--- config.mk ---
export PLATFORM = sky130hd
export DESIGN_NAME = sensor_chain_master
export DESIGN_NICKNAME = d
export VERILOG_FILES = /design/src/rtl/sensor_chain_pkg.sv /design/src/rtl/sensor_chain_clkgen.sv /design/src/rtl/sensor_chain_master.sv
export SDC_FILE = /design/constraint.sdc
export NUM_CORES = 1
export LEC_CHECK = 0
export ABC_CLOCK_PERIOD_IN_PS = 5850
export CORE_AREA = 2 2 110 123
export CTS_BUF_LIST = sky130_fd_sc_hd__clkbuf_4 sky130_fd_sc_hd__clkbuf_8
export DETAILED_ROUTE_END_ITERATION = 12
export DIE_AREA = 0 0 112 125
export PLACE_DENSITY_LB_ADDON = 0.05
export SYNTH_ARGS = -nofsm -noshare
export SYNTH_HDL_FRONTEND = slang
export SYNTH_SLANG_ARGS = --single-unit
--- constraint.sdc ---
create_clock -name CLK -period 5.85 [get_ports CLK]
set_clock_uncertainty 0.15 [all_clocks]
set_input_delay 0.8775 -clock CLK [delete_from_list [all_inputs] [get_ports CLK]]
set_output_delay 0.8775 -clock CLK [all_outputs]
set_load 0.01 [all_outputs]
--- src/rtl/sensor_chain_pkg.sv ---
// sensor_chain_pkg: shared FSM state encoding and parameter defaults for the sensor chain master
package sensor_chain_pkg;
  localparam int NUM_SENSORS_DEF = 4;
  localparam int FRAME_W_DEF = 16;
  localparam int CLK_DIV_DEF = 4;
  typedef enum logic [2:0] {
    IDLE     = 3'd0,
    CS_SETUP = 3'd1,
    SHIFT    = 3'd2,
    CS_HOLD  = 3'd3,
    FIN      = 3'd4
  } state_e;
endpackage

--- src/rtl/sensor_chain_clkgen.sv ---
// sensor_chain_clkgen: divided SPI clock with one-cycle rise/fall enables, held low while disabled
module sensor_chain_clkgen import sensor_chain_pkg::*; #(
  parameter int CLK_DIV = CLK_DIV_DEF
) (
  input  logic clk,
  input  logic rst,
  input  logic en,
  output logic spi_clk,
  output logic rise,
  output logic fall
);
  localparam int CW = $clog2(CLK_DIV + 1);
  logic [CW-1:0] cnt;
  logic tick;
  assign tick = en && cnt == CW'(CLK_DIV - 1);
  assign rise = tick && !spi_clk;
  assign fall = tick && spi_clk;
  // half-period counter; the first rise lands CLK_DIV cycles after enable
  always_ff @(posedge clk) begin
    if (rst || !en) begin
      cnt <= '0;
      spi_clk <= 1'b0;
    end else if (tick) begin
      cnt <= '0;
      spi_clk <= !spi_clk;
    end else begin
      cnt <= cnt + CW'(1);
    end
  end
endmodule

--- src/rtl/sensor_chain_master.sv ---
// sensor_chain_master: SPI daisy-chain master with microcontroller bypass; optional PAR_ERR via SENSOR_CHAIN_PARITY_EN
module sensor_chain_master import sensor_chain_pkg::*; #(
  parameter int NUM_SENSORS = NUM_SENSORS_DEF,
  parameter int FRAME_W = FRAME_W_DEF,
  parameter int CLK_DIV = CLK_DIV_DEF
) (
  input  logic CLK,
  input  logic RST,
  input  logic START,
  input  logic [FRAME_W-1:0] CMD,
  input  logic UC_BYPASS,
  input  logic SPI_CS_UC,
  input  logic SPI_CLK_UC,
  input  logic SPI_MOSI_UC,
  output logic SPI_MISO_UC,
  output logic SPI_CS,
  output logic SPI_CLK,
  output logic SPI_MOSI,
  input  logic SPI_MISO,
  output logic BUSY,
  output logic DONE,
`ifdef SENSOR_CHAIN_PARITY_EN
  output logic [NUM_SENSORS-1:0] PAR_ERR,
`endif
  input  logic [(NUM_SENSORS > 1 ? $clog2(NUM_SENSORS) : 1)-1:0] RD_IDX,
  output logic [FRAME_W-1:0] RD_DATA
);
  localparam int NB = NUM_SENSORS * FRAME_W;
  localparam int CW = $clog2(CLK_DIV + 1);
  localparam int BW = $clog2(NB + 1);
  state_e state, nxt;
  logic [CW-1:0] cnt;
  logic [BW-1:0] bits;
  logic [FRAME_W-1:0] cmd_q;
  logic [NB-1:0] shadow, res;
  logic spi_clk_i, rise, fall, phase_end, shift_end;

  sensor_chain_clkgen #(.CLK_DIV(CLK_DIV)) u_clkgen (
    .clk(CLK),
    .rst(RST),
    .en(state == SHIFT),
    .spi_clk(spi_clk_i),
    .rise(rise),
    .fall(fall)
  );

  assign phase_end = cnt == CW'(CLK_DIV - 1);
  assign shift_end = fall && bits == BW'(NB - 1);

  // next state; bypass aborts any transfer immediately
  always_comb begin
    nxt = UC_BYPASS ? IDLE :
          state == IDLE     ? (START ? CS_SETUP : IDLE) :
          state == CS_SETUP ? (phase_end ? SHIFT : CS_SETUP) :
          state == SHIFT    ? (shift_end ? CS_HOLD : SHIFT) :
          state == CS_HOLD  ? (phase_end ? FIN : CS_HOLD) : IDLE;
  end

  // state, phase timing, command rotation, capture and commit of results
  always_ff @(posedge CLK) begin
    if (RST) begin
      state <= IDLE;
      cnt <= '0;
      bits <= '0;
      cmd_q <= '0;
      shadow <= '0;
      res <= '0;
    end else begin
      state <= nxt;
      cnt <= (nxt != state) ? '0 : cnt + CW'(1);
      bits <= (state == SHIFT) ? bits + BW'(fall) : '0;
      if (state == IDLE && START) cmd_q <= CMD;
      else if (fall) cmd_q <= {cmd_q[FRAME_W-2:0], cmd_q[FRAME_W-1]};
      if (rise) shadow <= {shadow[NB-2:0], SPI_MISO};
      if (nxt == FIN) res <= shadow;
    end
  end

`ifdef SENSOR_CHAIN_PARITY_EN
  // per-frame parity of the captured data, committed alongside the results
  always_ff @(posedge CLK) begin
    if (RST) PAR_ERR <= '0;
    else if (nxt == FIN) for (int i = 0; i < NUM_SENSORS; i++) PAR_ERR[i] <= ^shadow[i*FRAME_W +: FRAME_W];
  end
`endif

  assign SPI_CS = UC_BYPASS ? SPI_CS_UC : (state == IDLE || state == FIN);
  assign SPI_CLK = UC_BYPASS ? SPI_CLK_UC : spi_clk_i;
  assign SPI_MOSI = UC_BYPASS ? SPI_MOSI_UC : (state == SHIFT && cmd_q[FRAME_W-1]);
  assign SPI_MISO_UC = UC_BYPASS && SPI_MISO;
  assign BUSY = state != IDLE;
  assign DONE = state == FIN;
  assign RD_DATA = (32'(RD_IDX) < NUM_SENSORS) ? res[RD_IDX*FRAME_W +: FRAME_W] : '0;
endmodule
==> results of run 1 <==
-- cells by family after synthesis --
kind of cell	share of synthesized area
compound gates	0.2464
xor+xnor	0.006371
fa+ha+maj	0.01092
buf+inv	0.06369
flops	0.4688
mux	0.05241
simple gates	0.1514
-- cells in the mapped netlist --
cell type and count:
a2111oi_0 2, a211oi_1 2, a21oi_1 131, a311oi_2 16, and2_1 1, and4bb_2 1
buf_1 11, buf_2 23, buf_4 1, buf_6 4, clkbuf_1 54, dfxtp_1 161
ha_1 6, inv_1 6, inv_2 1, mux4_2 16, nand2_1 8, nand2b_1 2
nand3_1 148, nand3b_1 1, nand4b_1 1, nand4bb_1 2, nor2_1 24, nor3_1 3
nor3b_1 3, nor4_1 2, nor4b_1 1, nor4bb_1 1, o21a_1 1, o21ai_0 148
o31ai_1 1, o32a_1 1, or3_1 3, or3b_2 1, or4b_4 1, xnor2_1 3
xor2_1 2
-- per-stage QoR --
stage / worst slack, ps / hold WS (ps)
after floorplan: 2857 / 254.3
after global placement: 1656 / 263.3
after detailed placement: 1588 / 281.6
after CTS: 1579 / 299.0
after global routing: 1441 / 324.8
final: 1627 / 296.2
-- worst max-delay path by stage --
stage	from	to	cells past startpoint
finish	RD_IDX[0]	RD_DATA[12]	3
global route	RD_IDX[0]	RD_DATA[12]	3
CTS	RD_IDX[0]	RD_DATA[12]	3
detailed placement	RD_IDX[0]	RD_DATA[12]	3
global placement	RD_IDX[0]	RD_DATA[13]	3
floorplan	RD_IDX[0]	RD_DATA[0]	3
-- critical path, stage by stage --
cell and delay (ps):
clkdlybuf4s50_1 1190, mux4_2 610, clkdlybuf4s50_1 500
-- power by group --
group	internal [W]	switching (W)	total, W
combinational	0.0000395	0.0000473	0.0000868
clock	0.000444	0.000414	0.000858
sequential	0.00111	0.00000649	0.00111
total	0.00159	0.000468	0.00206
-- layer usage --
layer | global-route usage | vias up
met2 | 0.3957 | 158
met5 | 0 | -
met4 | 0.1184 | 0
met1 | 0.3578 | 2942
li1 | - | 2846
met3 | 0.05284 | 33
-- state kept, by name (all words and copies together) (netlist names) --
signal,count
shadow,64
state,3
bits,7
res,64
cnt,3
cmd_q,16
u_clkgen.cnt,3
u_clkgen.spi_clk,1
-- area by class of cell --
| class | instances | area share |
|---|---|---|
| Timing Repair Buffer | 56 | 0.07001 |
| Multi-Input combinational cell | 532 | 0.4235 |
| Inverter | 7 | 0.003435 |
| Clock inverter | 13 | 0.02078 |
| Clock buffer | 19 | 0.03419 |
| Tap cell | 161 | 0.02634 |
| Sequential cell | 161 | 0.4217 |
==> results by group, run 1 <==
Finish
  – Share of cells above drive strength 1: 0.1053
  – Final core utilization: 0.5937
  – Final Net Count: 807
  – Commonest non-fill, non-tap cell in the layout: dfxtp_1
  – Design area: 7649 um2
  – Flip-flop and latch area: 3226 um2
  – Fillcell total: 1162
  – Multi-input logic area: 3239 um2
  – Commonest non-fill, non-tap cells in the layout: dfxtp_1, o21ai_0, nand3_1
  – Non-Filler Instances: 949
  – Area Growth Syn to Fin: 11.25%
  – N_diodes: 0

Place
  – RD Place Congestion: 0.7990
  – Placement Cell Area: 7228 um2
  – DP HPWL: 10530 um
  – Port Buf Inserts: 47
  – Placed insts: 917

Floorplan
  – Die Ht: 125 um
  – Initial core utilization: 0.5337
  – Die ar.: 14000 um2
  – # rows: 44
  – Core Region: 12880 um2
  – I/O pin count: 48
  – Chip width: 112 um

Worst setup path
  – Crit path capture type: output pin
  – FF-to-FF path depth: 4
  – Reg-to-reg slack, setup: 2740 ps
  – Startpoint types: input pin
  – Worst EP required: 4820 ps
  – Critical path class: in2out
  – CP max FO: 16
  – Reg-to-reg endpoint: cnt[0]
  – FF-to-FF Start: state[1]
  – CP Data Arrival Time: 3200 ps

Clock tree
  – Post-CTS Setup Inserts: 0
  – CTS tree: built
  – Resized cells post-CTS: 0
  – CTS Sinks: 161
  – Clock latency on the worst-skew pair: 460 ps
  – Hold_buf cts: 0
  – CTS buffer count: 17
  – Reg clk slew, reported paths: 80 ps
  – Clk buf depth: 2
  – CTS H-tree depth: 4
  – Root Buffer: clkbuf_8

Synthesis
  – Distinct cells, synth: 37
  – Ys Warns: 0
  – Top-area cell type share of the netlist area: 0.4688
  – Area leader, netlist: dfxtp_1
  – Post-synthesis register bit count: 161
  – Post-Syn Nets: 825
  – Post-synthesis sequential area ratio: 0.4688
  – Post-synthesis area per instance: 8.670 um2
  – Cells after Synth: 793
  – Cell area after synthesis: 6875 um2
  – Ranking of synthesized cells by area: dfxtp_1, nand3_1, o21ai_0, a21oi_1, mux4_2

Pwr
  – Lkg Pwr: 2.300 nW
  – PD cells: 268.9 nW/um2
  – Total power draw: 0.002057 W
  – Maximum VDD drop: 0.1811 mV

STA
  – Max-slew violation count: 0
  – Setup total negative slack: 0 ps
  – Fin crit share: 0.7219
  – Final Hold Viols: 0
  – Post-layout minimum cycle time: 4223 ps
  – Slew @ Worst Pin: 1092 ps
  – Slew headroom: 0.2694
  – Maximum clock frequency: 236.8 MHz
  – RSZ-0062 raised after global routing: no
  – # setup viols final: 0

Global route
  – Number of global-route vias before repair: 5662
  – Initial antenna violation count: 0
  – First-pass GRT wire length: 29480 um
  – GRT Util Overall: 0.2595
  – Grt ovf: 0
  – Largest net degree at the start of global routing: 85

Routing
  – Routed length on met3: 775 um
  – Top layer used by detailed routing: met4
  – Met2 WL: 8351 um
  – Remaining antenna violation count after routing: 0
  – Routed WL: 17630 um
  – WL per Instance: 18.58 um
  – Post-DR vias/cell: 6.300
  – Remaining DRCs: 0
  – Via count: 5979
  – Initial DRC count: 729
  – Met1 WL: 7814 um
  – First-pass DRT Iterations: 5

Min path
  – Hold Path Stages: 1
  – HP Start: cnt[0]
  – Hold endpoint: cnt[0]
  – Worst hold path type: reg2reg

Status
  – Outcome: complete, no violations

Flow run
  – Max Cap Viol: 0
(Power assumes the default switching activity.)
==> inputs of run 2 (changes only) <==
- ABC_CLOCK_PERIOD_IN_PS: 5850 -> 3700
- clock period: 5.85 -> 3.7 ns (I/O delays scaled with it)
==> run 2 against run 1 <==
  * Largest cell class unchanged
  * Clock-buffer cell count rose by 8
  * Worst setup slack got worse by 1000 ps
  * Core utilization rose by 0.49 points
  * Sequential cell count did not move
==> results by group, run 2 (synthesis results as in run 1) <==
Global route
  – GRT Util Overall: 0.2520
  – Grt ovf: 0
  – Number of global-route vias before repair: 5485
  – Largest net degree at the start of global routing: 99
  – Initial antenna violation count: 0
  – First-pass GRT wire length: 28590 um

Floorplan
  – Core Region: 12880 um2
  – Chip width: 112 um
  – Die Ht: 125 um
  – Initial core utilization: 0.5337
  – Die ar.: 14000 um2
  – # rows: 44
  – I/O pin count: 48

Routing
  – WL per Instance: 18.32 um
  – Remaining antenna violation count after routing: 0
  – Post-DR vias/cell: 6.258
  – Via count: 5964
  – Remaining DRCs: 0
  – Routed WL: 17460 um
  – First-pass DRT Iterations: 5
  – Initial DRC count: 594

Worst setup path
  – Crit-path most repeated cell: clkdlybuf4s50_1
  – Cells along the critical path: clkdlybuf4s50_1 -> buf_4 -> mux4_2 -> clkdlybuf4s50_1
  – Crit path capture type: output pin
  – Startpoint types: input pin
  – Critical path class: in2out
  – CP Data Arrival Time: 2370 ps
  – Largest stage delay, worst path: 540 ps
  – Worst EP required: 2990 ps
  – Crit-path slowest cell: mux4_2
  – CP max FO: 16

Flow run
  – Max Cap Viol: 0

Clock tree
  – CTS tree: built
  – Hold_buf cts: 0
  – Root Buffer: clkbuf_8
  – Reg clk slew, reported paths: 70 ps
  – CTS H-tree depth: 4
  – CTS Sinks: 161
  – Clk buf depth: 2
  – CTS buffer count: 17
  – Resized cells post-CTS: 0
  – Post-CTS Setup Inserts: 0
  – Clock latency on the worst-skew pair: 450 ps

Finish
  – Largest registers: res (64), shadow (64), cmd_q (16)
  – Non-Filler Instances: 953
  – Commonest non-fill, non-tap cell in the layout: dfxtp_1
  – Area Growth Syn to Fin: 12.16%
  – Design area: 7711 um2
  – Commonest non-fill, non-tap cells in the layout: dfxtp_1, o21ai_0, nand3_1
  – Share of cells above drive strength 1: 0.1098
  – Final Net Count: 811
  – Multi-input logic area: 3239 um2
  – N_diodes: 0
  – Flip-flop and latch area: 3226 um2
  – Final core utilization: 0.5986
  – Fillcell total: 1175

Place
  – Port Buf Inserts: 47
  – DP HPWL: 10480 um
  – Placement Cell Area: 7283 um2
  – RD Place Congestion: 0.7941
  – Placed insts: 921

Min path
  – Worst hold path type: reg2reg

STA
  – # setup viols final: 0
  – RSZ-0062 raised after global routing: no
  – Setup total negative slack: 0 ps
  – Slew @ Worst Pin: 1132 ps
  – Final Hold Viols: 0
  – Fin crit share: 0.8308
  – Max-slew violation count: 0
  – Slew headroom: 0.2451
  – Post-layout minimum cycle time: 3074 ps
  – Maximum clock frequency: 325.3 MHz

Status
  – Outcome: complete, no violations

Pwr
  – Maximum VDD drop: 0.2462 mV
  – PD cells: 424.4 nW/um2
  – Lkg Pwr: 2.342 nW
-- run 2: cell types whose count changed in the layout (fill, tap and decap cells not counted), sizes merged --
cell	change
clkinv	-3
clkbuf	+8
clkinvlp	-3
inv	-2
buf	+4
-- run 2: path summary, 6_finish.rpt --
check,endpoint,slack [ps],cells after the start,start
min reg2reg,u_clkgen.cnt[0],280,1,u_clkgen.cnt[0]
max,RD_DATA[13],630,4,RD_IDX[0]
min,u_clkgen.cnt[0],280,1,u_clkgen.cnt[0]
max reg2reg,cnt[2],1030,6,u_clkgen.cnt[0]
-- run 2: final cells by class --
class                   count  area share
multi-input cells         532      0.4201
flip-flops and latches    161      0.4183
repair buffers             60     0.07659
clock buffers              27     0.04251
well taps                 161     0.02612
clock inverters             5     0.01298
inverters                   7    0.003407
-- run 2: per-layer routing --
layer,track usage,vias to the layer above,share of wire
li1,-,2853,-
met1,0.3591,2925,0.46
met2,0.3893,161,0.48
met3,0.04556,25,0.042
met4,0.08608,0,0.022
met5,0,-,0
-- run 2: power breakdown --
| group | total [W] | switching, W | internal, W |
|---|---|---|---|
| sequential | 0.00176 | 0.0000104 | 0.00175 |
| clock | 0.00138 | 0.000602 | 0.000773 |
| combinational | 0.000139 | 0.0000751 | 0.0000638 |
-- run 2: worst max-delay path: cells and delay by family --
family | cells | cell delay, ps
buf+inv | 3 | 1250
mux | 1 | 540
-- run 2: metrics by stage --
| stage | setup slack [ps] | total power [W] | hold slack (ps) |
|---|---|---|---|
| final | 625.9 | 0.003273 | 281.4 |
| after global routing | 526.7 | 0.003383 | 306.2 |
| after CTS | 604.0 | 0.003289 | 282.7 |
| after detailed placement | 615.0 | 0.001937 | 271.4 |
| after global placement | 638.5 | 0.001933 | 263.3 |
| after floorplan | 1352 | 0.001891 | 254.3 |
==> inputs of run 3 (changes only) <==
- ABC_CLOCK_PERIOD_IN_PS: 3700 -> 2600
- clock period: 3.7 -> 2.6 ns (I/O delays scaled with it)
==> run 3 against run 2 <==
  * Wire length fell by 0.82%
  * Design area rose by 2.4%
  * Critical path depth rose by 1
  * Clock power rose by 45%
  * Global-route usage fell by 0.73 points
  * Power rose by 44%
==> results by group, run 3 (synthesis results as in run 1) <==
Finish
  – Design area: 7894 um2
  – Non-Filler Instances: 967
  – Commonest non-fill, non-tap cell in the layout: dfxtp_1
  – Fillcell total: 1184
  – Area Growth Syn to Fin: 14.81%
  – N_diodes: 0
  – Largest registers: res (64), shadow (64), cmd_q (16)
  – Share of cells above drive strength 1: 0.1266
  – Final Net Count: 826
  – Commonest non-fill, non-tap cells in the layout: dfxtp_1, o21ai_0, nand3_1

STA
  – # setup viols final: 0
  – Slew headroom: 0.4073
  – Worst hold margin: 150.1 ps
  – Final Hold Viols: 0
  – RSZ-0062 raised after global routing: no
  – Setup total negative slack: 0 ps
  – Maximum clock frequency: 399.3 MHz
  – Fin crit share: 0.9632
  – Slew @ Worst Pin: 880.9 ps
  – Max-slew violation count: 0
  – Post-layout minimum cycle time: 2504 ps
  – Setup WS post-layout: 95.65 ps

Routing
  – Remaining antenna violation count after routing: 0
  – Initial DRC count: 540
  – Via count: 6012
  – Routed WL: 17320 um
  – WL per Instance: 17.91 um
  – Remaining DRCs: 0
  – First-pass DRT Iterations: 7
  – Post-DR vias/cell: 6.217

Worst setup path
  – Crit path buffers/inverters: 4
  – Cells along the critical path: clkdlybuf4s50_1 -> buf_12 -> buf_12 -> mux4_2 -> dlygate4sd2_1
  – FF-to-FF path depth: 5
  – CP Data Arrival Time: 1960 ps
  – Worst EP required: 2060 ps
  – Startpoint types: input pin
  – Critical path class: in2out
  – Crit-path most repeated cell: buf_12
  – Reg-to-reg slack, setup: 240 ps
  – Crit path capture type: output pin
  – Largest stage delay, worst path: 510 ps
  – CP max FO: 11
  – Worst path top cell family by delay: buffers and inverters
  – FF-to-FF Start: u_clkgen.cnt[0]
  – Reg-to-reg endpoint: cnt[0]
  – Crit-path slowest cell: clkdlybuf4s50_1

Floorplan
  – Die ar.: 14000 um2
  – Initial core utilization: 0.5337
  – Chip width: 112 um
  – I/O pin count: 48
  – Core Region: 12880 um2
  – Die Ht: 125 um
  – # rows: 44

Flow run
  – Max Cap Viol: 0

Pwr
  – Lkg Pwr: 2.504 nW
  – Maximum VDD drop: 0.5335 mV
  – PD cells: 598.2 nW/um2

Clock tree
  – Hold_buf cts: 0
  – CTS H-tree depth: 4
  – Reg clk slew, reported paths: 80 ps
  – Clock latency on the worst-skew pair: 450 ps
  – CTS Sinks: 161
  – CTS buffer count: 17
  – Root Buffer: clkbuf_8
  – Clk buf depth: 2
  – CTS tree: built

Place
  – Post-Place Setup Slack: -57.14 ps
  – Port Buf Inserts: 47
  – Placement Cell Area: 7371 um2
  – Placed insts: 926
  – DP HPWL: 10490 um
  – RD Place Congestion: 0.8161

Min path
  – HP Start: RST
  – Hold endpoint: shadow[22]
  – Worst hold path type: in2reg
  – Hold Path Stages: 2

Global route
  – Grt ovf: 0
  – Number of global-route vias before repair: 5456
  – Initial antenna violation count: 0
  – First-pass GRT wire length: 28060 um
  – Largest net degree at the start of global routing: 82
  – GRT Util Overall: 0.2447

Status
  – Outcome: complete, no violations
run 3: area by class of cell:
cell class	instances	area, um2	area share
clock inverter	12	182.7	0.02314
inverter	7	26.28	0.003329
multi-input combinational	532	3244	0.4110
tap	161	201.4	0.02552
sequential	161	3226	0.4086
clock buffer	19	255.2	0.03233
timing repair buffer	75	758.2	0.09605
run 3: stage by stage:
step / total power (W) / utilization
6_report: 0.004722 / 0.6128
5_1_grt: 0.004877 / 0.6128
4_1_cts: 0.004742 / 0.6052
3_5_place_dp: 0.002767 / 0.5722
3_3_place_gp: 0.002760 / 0.5722
2_1_floorplan: 0.002690 / -
run 3: worst max-delay path by stage:
stage                    start           to  slack [ps]  cells past startpoint
2_1_floorplan  u_clkgen.cnt[0]      bits[6]         350                     11
3_3_place_gp         RD_IDX[0]   RD_DATA[8]         -30                      4
3_5_place_dp         RD_IDX[0]  RD_DATA[15]         -60                      4
4_1_cts               state[1]     SPI_MOSI           2                      4
5_1_grt               state[1]     SPI_MOSI          20                      4
6_report             RD_IDX[0]   RD_DATA[7]         100                      5
run 3: power breakdown:
group	internal [W]	switching, W
combinational	0.000112	0.000113
sequential	0.00249	0.0000121
clock	0.00108	0.000916
total	0.00368	0.00104
run 3: routing by layer:
layer	part of all wire	up-vias	wire (um)	GRT usage
li1	-	2886	-	-
met1	0.46	2945	8050	0.3502
met2	0.47	156	8081	0.3790
met3	0.049	25	844	0.04169
met4	0.020	0	341	0.08250
met5	0	-	0	0
run 3: what timing repair did:
item,CTS,global route
resized for setup,16,1
setup endpoints to repair,16,2
buffers inserted,1,9
